==> config.mk <==
export PLATFORM = sky130hd
export DESIGN_NAME = voice_allocator
export DESIGN_NICKNAME = d
export VERILOG_FILES = /design/src/rtl/voice_allocator.sv
export SDC_FILE = /design/constraint.sdc
export NUM_CORES = 1
export LEC_CHECK = 0
export ABC_AREA = 1
export BUFFER_PORTS_ARGS = -buffer_cell sky130_fd_sc_hd__buf_2
export CAP_MARGIN = 20
export CORE_ASPECT_RATIO = 1.1
export CORE_UTILIZATION = 41
export CTS_BUF_LIST = sky130_fd_sc_hd__clkbuf_8 sky130_fd_sc_hd__clkbuf_16
export DETAILED_ROUTE_END_ITERATION = 10
export GPL_TIMING_DRIVEN = 0
export PLACE_DENSITY = 0.59
export SYNTH_ARGS = -nofsm -noshare
export SYNTH_HDL_FRONTEND = slang
export SYNTH_SLANG_ARGS = --single-unit
==> constraint.sdc <==
create_clock -name clk -period 2.4 [get_ports clk]
set_clock_uncertainty 0.1 [all_clocks]
set_input_delay 0 -clock clk [delete_from_list [all_inputs] [get_ports clk]]
set_output_delay 0 -clock clk [all_outputs]
set_load 0.05 [all_outputs]
==> src/rtl/voice_allocator.sv <==
// voice_allocator: maps up to KEYS key states onto VOICES VCO channels and
// issues DAC commands (voice address + tuned code) over a valid/ready handshake.
// Keys that cannot get a voice stay pending and are re-assigned when a voice
// is released. Optional build macro VOICE_ALLOC_STEAL_EN: a note-on with no
// free voice steals the oldest voice (the robbed key becomes pending).
module voice_allocator #(
    parameter int unsigned VOICES    = 5,
    parameter int unsigned KEYS      = 32,
    parameter int unsigned NOTE_BITS = 7,
    parameter int unsigned DAC_BITS  = 12,
    parameter int unsigned ADDR_BITS = 3,
    localparam int unsigned KEY_BITS = (KEYS > 1) ? $clog2(KEYS) : 1
) (
    input  logic                 clk,
    input  logic                 rst_n,
    input  logic                 ev_valid,
    output logic                 ev_ready,
    input  logic [NOTE_BITS-1:0] ev_note,
    input  logic                 ev_on,
    input  logic [DAC_BITS-1:0]  tune,
    output logic [KEY_BITS-1:0]  key_idx,
    input  logic [DAC_BITS-1:0]  key_code,
    output logic                 cmd_valid,
    input  logic                 cmd_ready,
    output logic [ADDR_BITS-1:0] cmd_voice,
    output logic [DAC_BITS-1:0]  cmd_value,
    output logic [VOICES-1:0]    voice_active
);

    typedef enum logic [1:0] {
        IDLE   = 2'd0,
        LOOKUP = 2'd1,
        ISSUE  = 2'd2,
        RESCAN = 2'd3
    } state_t;

    state_t               r_state;
    logic                 r_hold;       // accepted event waiting for its mapping decision
    logic [KEY_BITS-1:0]  r_ev_key;
    logic                 r_ev_on;
    logic                 r_release;    // current command is a mute; rescan afterwards
    logic [KEY_BITS-1:0]  r_tgt_key;
    logic [ADDR_BITS-1:0] r_tgt_voice;
    logic [KEYS-1:0]      r_keys;
    logic [KEYS-1:0]      r_mapped;
    logic [ADDR_BITS-1:0] r_key_voice [KEYS];

    logic                 r_ev_ready;
    logic [KEY_BITS-1:0]  r_key_idx;
    logic                 r_cmd_valid;
    logic [ADDR_BITS-1:0] r_cmd_voice;
    logic [DAC_BITS-1:0]  r_cmd_value;
    logic [VOICES-1:0]    r_voice_active;

    logic                 w_note_ok;
    logic [KEY_BITS-1:0]  w_ev_key;
    logic                 w_free_found;
    logic [ADDR_BITS-1:0] w_free_idx;
    logic [KEYS-1:0]      w_pend;
    logic                 w_pend_found;
    logic [KEY_BITS-1:0]  w_pend_idx;
    logic [DAC_BITS:0]    w_diff;
    logic [DAC_BITS-1:0]  w_tuned;

    assign ev_ready     = r_ev_ready;
    assign key_idx      = r_key_idx;
    assign cmd_valid    = r_cmd_valid;
    assign cmd_voice    = r_cmd_voice;
    assign cmd_value    = r_cmd_value;
    assign voice_active = r_voice_active;

    assign w_note_ok = (32'(ev_note) < KEYS);
    assign w_ev_key  = KEY_BITS'(ev_note);
    assign w_pend    = r_keys & ~r_mapped;

    // Tuned code: one extra bit catches borrow so the result clamps at zero
    assign w_diff  = {1'b0, key_code} - {1'b0, tune};
    assign w_tuned = w_diff[DAC_BITS] ? '0 : w_diff[DAC_BITS-1:0];

    // Lowest-index free voice
    always_comb begin
        w_free_found = 1'b0;
        w_free_idx   = '0;
        for (int i = int'(VOICES) - 1; i >= 0; i--) begin
            if (!r_voice_active[i]) begin
                w_free_found = 1'b1;
                w_free_idx   = ADDR_BITS'(i);
            end
        end
    end

    // Lowest-index key that is pressed but has no voice
    always_comb begin
        w_pend_found = 1'b0;
        w_pend_idx   = '0;
        for (int i = int'(KEYS) - 1; i >= 0; i--) begin
            if (w_pend[i]) begin
                w_pend_found = 1'b1;
                w_pend_idx   = KEY_BITS'(i);
            end
        end
    end

`ifdef VOICE_ALLOC_STEAL_EN
    localparam int unsigned AGE_BITS = (VOICES > 1) ? $clog2(VOICES) : 1;
    localparam logic [AGE_BITS-1:0] AGE_MAX = AGE_BITS'(VOICES - 1);

    logic [AGE_BITS-1:0]  r_age       [VOICES];
    logic [KEY_BITS-1:0]  r_voice_key [VOICES];
    logic [ADDR_BITS-1:0] w_old_idx;
    logic [AGE_BITS-1:0]  w_old_age;

    // Oldest voice; strict compare keeps the lowest index on ties
    always_comb begin
        w_old_idx = '0;
        w_old_age = r_age[0];
        for (int i = 1; i < int'(VOICES); i++) begin
            if (r_age[i] > w_old_age) begin
                w_old_idx = ADDR_BITS'(i);
                w_old_age = r_age[i];
            end
        end
    end

    // Voice ownership and ages, updated on every assignment
    always_ff @(posedge clk or negedge rst_n) begin
        if (!rst_n) begin
            for (int i = 0; i < int'(VOICES); i++) begin
                r_age[i]       <= '0;
                r_voice_key[i] <= '0;
            end
        end else if (r_state == LOOKUP) begin
            r_voice_key[r_tgt_voice] <= r_tgt_key;
            for (int i = 0; i < int'(VOICES); i++) begin
                if (ADDR_BITS'(i) == r_tgt_voice) begin
                    r_age[i] <= '0;
                end else if (r_voice_active[i] && (r_age[i] != AGE_MAX)) begin
                    r_age[i] <= r_age[i] + 1'b1;
                end
            end
        end
    end
`endif

    // Allocation FSM with registered handshake and command outputs
    always_ff @(posedge clk or negedge rst_n) begin
        if (!rst_n) begin
            r_state        <= IDLE;
            r_hold         <= 1'b0;
            r_ev_key       <= '0;
            r_ev_on        <= 1'b0;
            r_release      <= 1'b0;
            r_tgt_key      <= '0;
            r_tgt_voice    <= '0;
            r_keys         <= '0;
            r_mapped       <= '0;
            r_ev_ready     <= 1'b0;
            r_key_idx      <= '0;
            r_cmd_valid    <= 1'b0;
            r_cmd_voice    <= '0;
            r_cmd_value    <= '0;
            r_voice_active <= '0;
            for (int i = 0; i < int'(KEYS); i++) begin
                r_key_voice[i] <= '0;
            end
        end else begin
            case (r_state)
                IDLE: begin
                    if (r_hold) begin
                        r_hold <= 1'b0;
                        if (r_ev_on) begin
                            if (r_mapped[r_ev_key]) begin
                                r_ev_ready <= 1'b1;
                            end else if (w_free_found) begin
                                r_tgt_key   <= r_ev_key;
                                r_tgt_voice <= w_free_idx;
                                r_key_idx   <= r_ev_key;
                                r_state     <= LOOKUP;
                            end else begin
`ifdef VOICE_ALLOC_STEAL_EN
                                r_mapped[r_voice_key[w_old_idx]] <= 1'b0;
                                r_tgt_key   <= r_ev_key;
                                r_tgt_voice <= w_old_idx;
                                r_key_idx   <= r_ev_key;
                                r_state     <= LOOKUP;
`else
                                r_ev_ready  <= 1'b1;
`endif
                            end
                        end else if (r_mapped[r_ev_key]) begin
                            r_mapped[r_ev_key]                       <= 1'b0;
                            r_voice_active[r_key_voice[r_ev_key]]    <= 1'b0;
                            r_tgt_voice                              <= r_key_voice[r_ev_key];
                            r_cmd_voice                              <= r_key_voice[r_ev_key];
                            r_cmd_value                              <= '1;
                            r_cmd_valid                              <= 1'b1;
                            r_release                                <= 1'b1;
                            r_state                                  <= ISSUE;
                        end else begin
                            r_ev_ready <= 1'b1;
                        end
                    end else begin
                        r_ev_ready <= 1'b1;
                        if (ev_valid && r_ev_ready && w_note_ok) begin
                            r_keys[w_ev_key] <= ev_on;
                            r_ev_key         <= w_ev_key;
                            r_ev_on          <= ev_on;
                            r_hold           <= 1'b1;
                            r_ev_ready       <= 1'b0;
                        end
                    end
                end

                LOOKUP: begin
                    r_cmd_voice                 <= r_tgt_voice;
                    r_cmd_value                 <= w_tuned;
                    r_cmd_valid                 <= 1'b1;
                    r_mapped[r_tgt_key]         <= 1'b1;
                    r_key_voice[r_tgt_key]      <= r_tgt_voice;
                    r_voice_active[r_tgt_voice] <= 1'b1;
                    r_state                     <= ISSUE;
                end

                ISSUE: begin
                    if (cmd_ready) begin
                        r_cmd_valid <= 1'b0;
                        if (r_release) begin
                            r_state <= RESCAN;
                        end else begin
                            r_ev_ready <= 1'b1;
                            r_state    <= IDLE;
                        end
                    end
                end

                RESCAN: begin
                    r_release <= 1'b0;
                    if (w_pend_found) begin
                        r_tgt_key <= w_pend_idx;
                        r_key_idx <= w_pend_idx;
                        r_state   <= LOOKUP;
                    end else begin
                        r_ev_ready <= 1'b1;
                        r_state    <= IDLE;
                    end
                end

                default: begin
                    r_state <= IDLE;
                end
            endcase
        end
    end

endmodule

; ---- Word level (Yosys, flattened, before mapping)
; Index checks and enable logic that the tools add are counted.
[op_classes]
n_addsub = 1
magnitude_cmp = 14
eq_ne = 19
mux = 146
bitwise_logic = 11
reduce_logical = 23
[op_table]
columns = cell, count
row1 = $mux W5, 40
row2 = $bwmux W96, 1
row3 = $mux W32, 3
row4 = $and A32 B32 Y32, 2
row5 = $not A32 Y32, 2
row6 = $pmux W32 S2, 1
row7 = $mux W1, 59
row8 = $mux W12, 4
row9 = $mux W3, 14
row10 = $bwmux W32, 1
row11 = $or A32 B32 Y32, 1
row12 = $pmux W12 S2, 1
row13 = $ne A2 B2 Y1 const B, 11
row14 = $pmux W5 S2, 2
row15 = $lt A5 B6 Y1 const B, 3
row16 = $bmux W3 S5, 1
row17 = $demux W1 S5, 3
row18 = $demux W3 S5, 1
row19 = $ge A5 B1 Y1 const B, 3
row20 = $reduce_and A5 Y1, 3
row21 = $mux W2, 7
row22 = $sub A12 B12 Y13, 1
row23 = $ge A6 B6 Y1 const B, 2
row24 = $not A5 Y6, 2
row25 = 26 further kinds, 46
[word_totals]
register_bits = 200
input_bits = 36
output_inout_bits = 27
word_cells = 260

; ---- Depth between registers and ports, before layout
[logic_depth]
word_depth = 36
depth_mapped = 34
depth_no_buf = 34

; ---- Worst setup path after synthesis
; OpenSTA, ideal clock, no wires.
[synth_path]
kind = register to register
start = reg r_ev_key[0]
end = reg r_voice_active[0] (netlist: voice_active[0])
setup_ps = 122
t_arrival_ps = 2189
required_time_ps = 2178
slack_ps = -11
path_stages_with_launch = 16
n_path_buf = 2
synth_period_minus_slack_ps = 2411
cell_sequence = dfrtp_1 buf_4 clkinv_2 nor2_2 buf_6 a22oi_1 o221ai_1 a221oi_2 nand2_2 nand3_2 nand2_2 o21ai_4 nor2_4 inv_2 nand4_1 a32o_1
[synth_between]
elab_chain_len = 14
elab_cells_between_ends = 19
cone_classes = order compare: 2 / eq/ne: 1 / mux: 11 / bitwise: 3 / reduce/logical: 2
[synth_rtl]
columns = item, line
row1 = from (decl), 39  ; logic [KEY_BITS-1:0] r_ev_key;
row2 = from (signal assigned), 206  ; r_ev_key <= w_ev_key;
row3 = $not A5 Y6 (not written as such), 192  ; r_voice_active[r_key_voice[r_ev_key]] <= 1'b0;
row4 = $bmux W3 S5, 192
row5 = $mux W3 (not written as such) (2 in a row), 192
row6 = $lt A3 B4 Y1 (not written as such) / $ge A3 B1 Y1 (equally long branches), 192
row7 = $logic_and A1 B1 Y1 (not written as such), 192
row8 = $mux W1 (not written as such), 192
row9 = $demux W1 S3, 192
row10 = $not A5 Y5 (no line), -
row11 = $and A5 B5 Y5 (no line), -
row12 = $mux W5, 190  ; end else if (r_mapped[r_ev_key]) begin
row13 = $mux W5, 171  ; if (r_ev_on) begin
row14 = $mux W5, 169  ; if (r_hold) begin
row15 = $pmux W5 S2, 167  ; case (r_state)
row16 = to (signal assigned), 162  ; r_voice_active <= '0;
row17 = "to (signal, indexed assignment)", 192
row18 = "to (signal, indexed assignment)", 220  ; r_voice_active[r_tgt_voice] <= 1'b1;
row19 = to (decl), 53  ; logic [VOICES-1:0] r_voice_active;
; Parallel ways exist; a longest one is shown, timed or not. The select of a mux whose other input is x is not followed.
; A chain may end at the register's enable or synchronous reset.

; ---- Worst setup path in the final report
; Same ends and word-level chain as after synthesis.

==> impl_results.md <==
- Num rows: 60
- Sequential Area: 5010 um2
- Multi-input gate area: 4910 um2
- Antenna Cells: 0
- Die area: 25600 um2
- Min Tclk post-route: 2.76 ns
- Failing checks: setup timing
- Switching Power: 6.33 mW
- Synthesized flop and latch total: 200
- Post-synth top area cell: dfrtp_1
- Setup WS pre-CTS: -0.827 ns
- Worst-path cell chain: buf_6 -> nand2_8 -> inv_8 -> a22oi_2 -> nand2_2 -> a22o_1 -> a221oi_2 -> nand2_2 -> nand3_4 -> nand2_8 -> o21ai_4 -> nor2_4 -> inv_4 -> nand4_1 -> a32o_1
- Clock transition at the registers of the reported paths: 0.08 ns
- Layout cell share with drive strength beyond 1: 22.2%
- GP Congestion: 0.869
- Antenna violations before repair: 0
- CORE AREA: 24500 um2
- RSZ-0062 raised after global routing: true
- TritonCTS sink count: 200
- Synthesized area: 10200 um2
- Ys flop type: dfrtp_1
- TritonCTS clock tree: yes
- Post-synth top area share: 48.8%
- Vias per cell: 5.37
- Fin Hold WS: 0.00910 ns
- Net count, final: 1450
- Initial DRC Count: 683
- Synth warn: 0
- DRC: 0
- Final count of hold timing violations: 0
- Adder-Cell Fraction of Synth Area: 2.15%
- Tot GR Track Use: 24.8%
- Die X: 153 um
- Hold WC Path Type: in -> reg
- Total gr overflow: 0
- Die height: 168 um
- Sw Share: 45.1%
- Final wirelength: 31.1 mm
- Combinational share of power: 46.5%
- Final setup viols: 64
- Leakage Power: 5.74 nW
- Tot Pwr: 14.0 mW
- Post-synth EDFFs: 0
- Root buf cell: clkbuf_16
- Max Fclk: 362 MHz
- Syn_area_per_cell: 8.23 um2
- Post-Synth Simple-Gate Area: 19.9%
- Fin cells: 1720
- Fraction of synthesized area in multiplexers: 0.659%
- Max-Cap Viols: 0
- Worst path required time: 2.63 ns
- CTS Buffer Depth: 2
- Inserted Clock Buffers: 17
- Vias in the first global route: 8917
- Post-synth cell types: 52
- Commonest non-fill, non-tap cells in the layout: nand2_1 (263), dfrtp_1 (198), inv_1 (152)
- Dominant cells by area after synthesis: dfrtp_1 (49%), nand2_1 (9.8%), o21ai_0 (6.3%)
- FFs w/ async S/R, synth: 100%
- Syn Nets: 1298
- First drt pass iteration count: 5
- Crit end category: flop
- Final Worst Setup Slack: -0.362 ns
- Commonest non-fill, non-tap cell in the layout: nand2_1
- Fill cells: 2305
- Met2 track demand over resource: 41.5%
- Num ports: 63
- Post-Syn Instances: 1245
- Post-DRT Antenna Nets: 0
- CP startpoint kind: flop
- GR met3 Demand/Resource: 3.68%
- Worst VDD drop: 0.643 mV
- Pwr/cell area: 1090 nW/um2
- Final Max Slew Viols: 0
- Post-Synth XOR/XNOR Area: 0%
- Final period util: 115%
- WL per Instance: 18.1 um
- Internal power: 7.69 mW
- CP max-delay cell: dfrtp_1
- Initial Utilization: 41.9%
- Placed cell count: 1618
- Htree depth: 4
- Reg power frac: 32.8%
- Compound-gate portion of the synthesized area: 20.4%
- Hold depth: 6
- Worst path max stage delay: 0.38 ns
- Largest net degree at the start of global routing: 118
- Routed via count: 9236
- I/O Buffers: 61
- Wire length of the first global-routing pass: 49.0 mm
- Status: finished, violations left
- Grt peak-use layer: met2
- Worst r2r path cells: 15
- Clk Latency, worst-skew pair: 0.45 ns
- Seq/Total Area, Yosys: 48.8%
- Setup CP Type: reg -> reg
- CP Max Fanout: 6
- Met1 GRT Util: 32.9%
- Clock share of power: 20.7%
- Actual slew at the worst max-slew pin: 0.707 ns
- Area Overhead vs Synth: 25.6%
- Main combinational cell family by area after synthesis: compound AO/OA/AOI/OAI gates
- Dpl hpwl: 22.1 mm
- Rel. slew slack: 52.5%
- Critical Path AT: 2.99 ns
==> logic make-up after synthesis <==
logic type	Yosys count
flops	200
buf+inv	210
simple gates	465
mux	6
compound gates	347
fa+ha+maj	17
==> through the flow <==
stage / TNS (ns) / util, % / instance area (um2)
after floorplan: 0 / - / 10300
after global placement: -552.80 / 44.8 / 11000
after detailed placement: -69.42 / 45.0 / 11000
after CTS: -16.48 / 51.7 / 12600
after global routing: -21.48 / 52.6 / 12900
final: -18.66 / 52.6 / 12900
==> per-layer routing <==
| metal | wire length [um] | share of wire, % |
|---|---|---|
| met2 | 15000 | 48 |
| met5 | 0 | 0 |
| met4 | 918 | 3.0 |
| met3 | 1420 | 4.6 |
| met1 | 13800 | 44 |
==> path summary, 6_finish.rpt <==
kind                                         start                           to  slack (ns)
max                        r_ev_key[0]$_DFFE_PN0P_  voice_active[0]$_DFFE_PN0P_       -0.36
min                                    key_code[6]     cmd_value[7]$_DFFE_PN0P_       0.009
max reg2reg                r_ev_key[0]$_DFFE_PN0P_  voice_active[0]$_DFFE_PN0P_       -0.36
min reg2reg                  cmd_valid$_DFFE_PN0P_        cmd_valid$_DFFE_PN0P_        0.38
max in group asynchronous                    rst_n      r_ev_key[3]$_DFFE_PN0P_        1.09
min in group asynchronous                    rst_n  r_key_voice[16]$_DFFE_PN0P_        0.05
==> sequential cells by signal, indices dropped and copies added, names as in the netlist, 2 cells and up <==
name          flops
r_mapped         32
r_ev_key          5
cmd_voice         3
voice_active      5
r_key_voice      96
r_state           2
cmd_value        12
key_idx           5
r_keys           32
r_tgt_voice       3
==> Yosys cell counts, types with 2 or more instances <==
cell type,count
buf_6,2
or2_1,4
a41oi_1,2
nand4_1,7
nand2_2,2
nor2_2,2
nand2_1,267
or2_2,4
mux2_2,6
nor2_4,2
inv_1,157
nand3_1,39
nor4_2,2
buf_2,11
o221ai_1,16
a31oi_1,7
o31ai_1,2
ha_1,16
nor3_1,21
a22oi_1,49
o21ai_0,130
o32ai_1,2
nor3_2,9
clkbuf_1,25
inv_2,10
nor4_1,2
nor4_4,3
a32o_1,3
o22ai_1,2
a21oi_2,2
nor2_1,98
dfrtp_1,200
buf_4,2
o211ai_1,3
o21ai_1,3
a21oi_1,106
a221oi_2,2
a22o_1,11
==> critical path, delay by kind of cell, from the launching register on <==
kind	cells	cell delay, ns
simple gates	7	0.74
compound gates	5	1.11
buf+inv	3	0.30
flops	1	0.38
==> power groups by stage <==
stage                     sequential [mW]  combinational (mW)  clock [mW]
final                                4.60                6.51        2.90
after global routing                 4.67                6.98        3.08
after CTS                            4.57                6.16        2.93
after detailed placement             4.58                4.96           0
after global placement               4.57                4.91           0
after floorplan                      5.08                2.83           0
==> area by class of cell <==
type	count	share of cell area, %
Sequential cell	200	38.9
Multi-Input combinational cell	835	38.1
Timing Repair Buffer	133	8.08
Inverter	170	5.24
Clock buffer	18	3.41
Tap cell	310	3.01
Buffer	40	2.15
Clock inverter	14	1.10
==> repair_timing <==
action                     in CTS  in global routing
hold endpoints to repair      134                  0
buffers inserted               42                  7
hold buffers                   24                  0
setup endpoints to repair     185                164
resized for setup             125                 68
pin swaps                      33                 15
No activity file was read; power rests on OpenSTA's default activity.
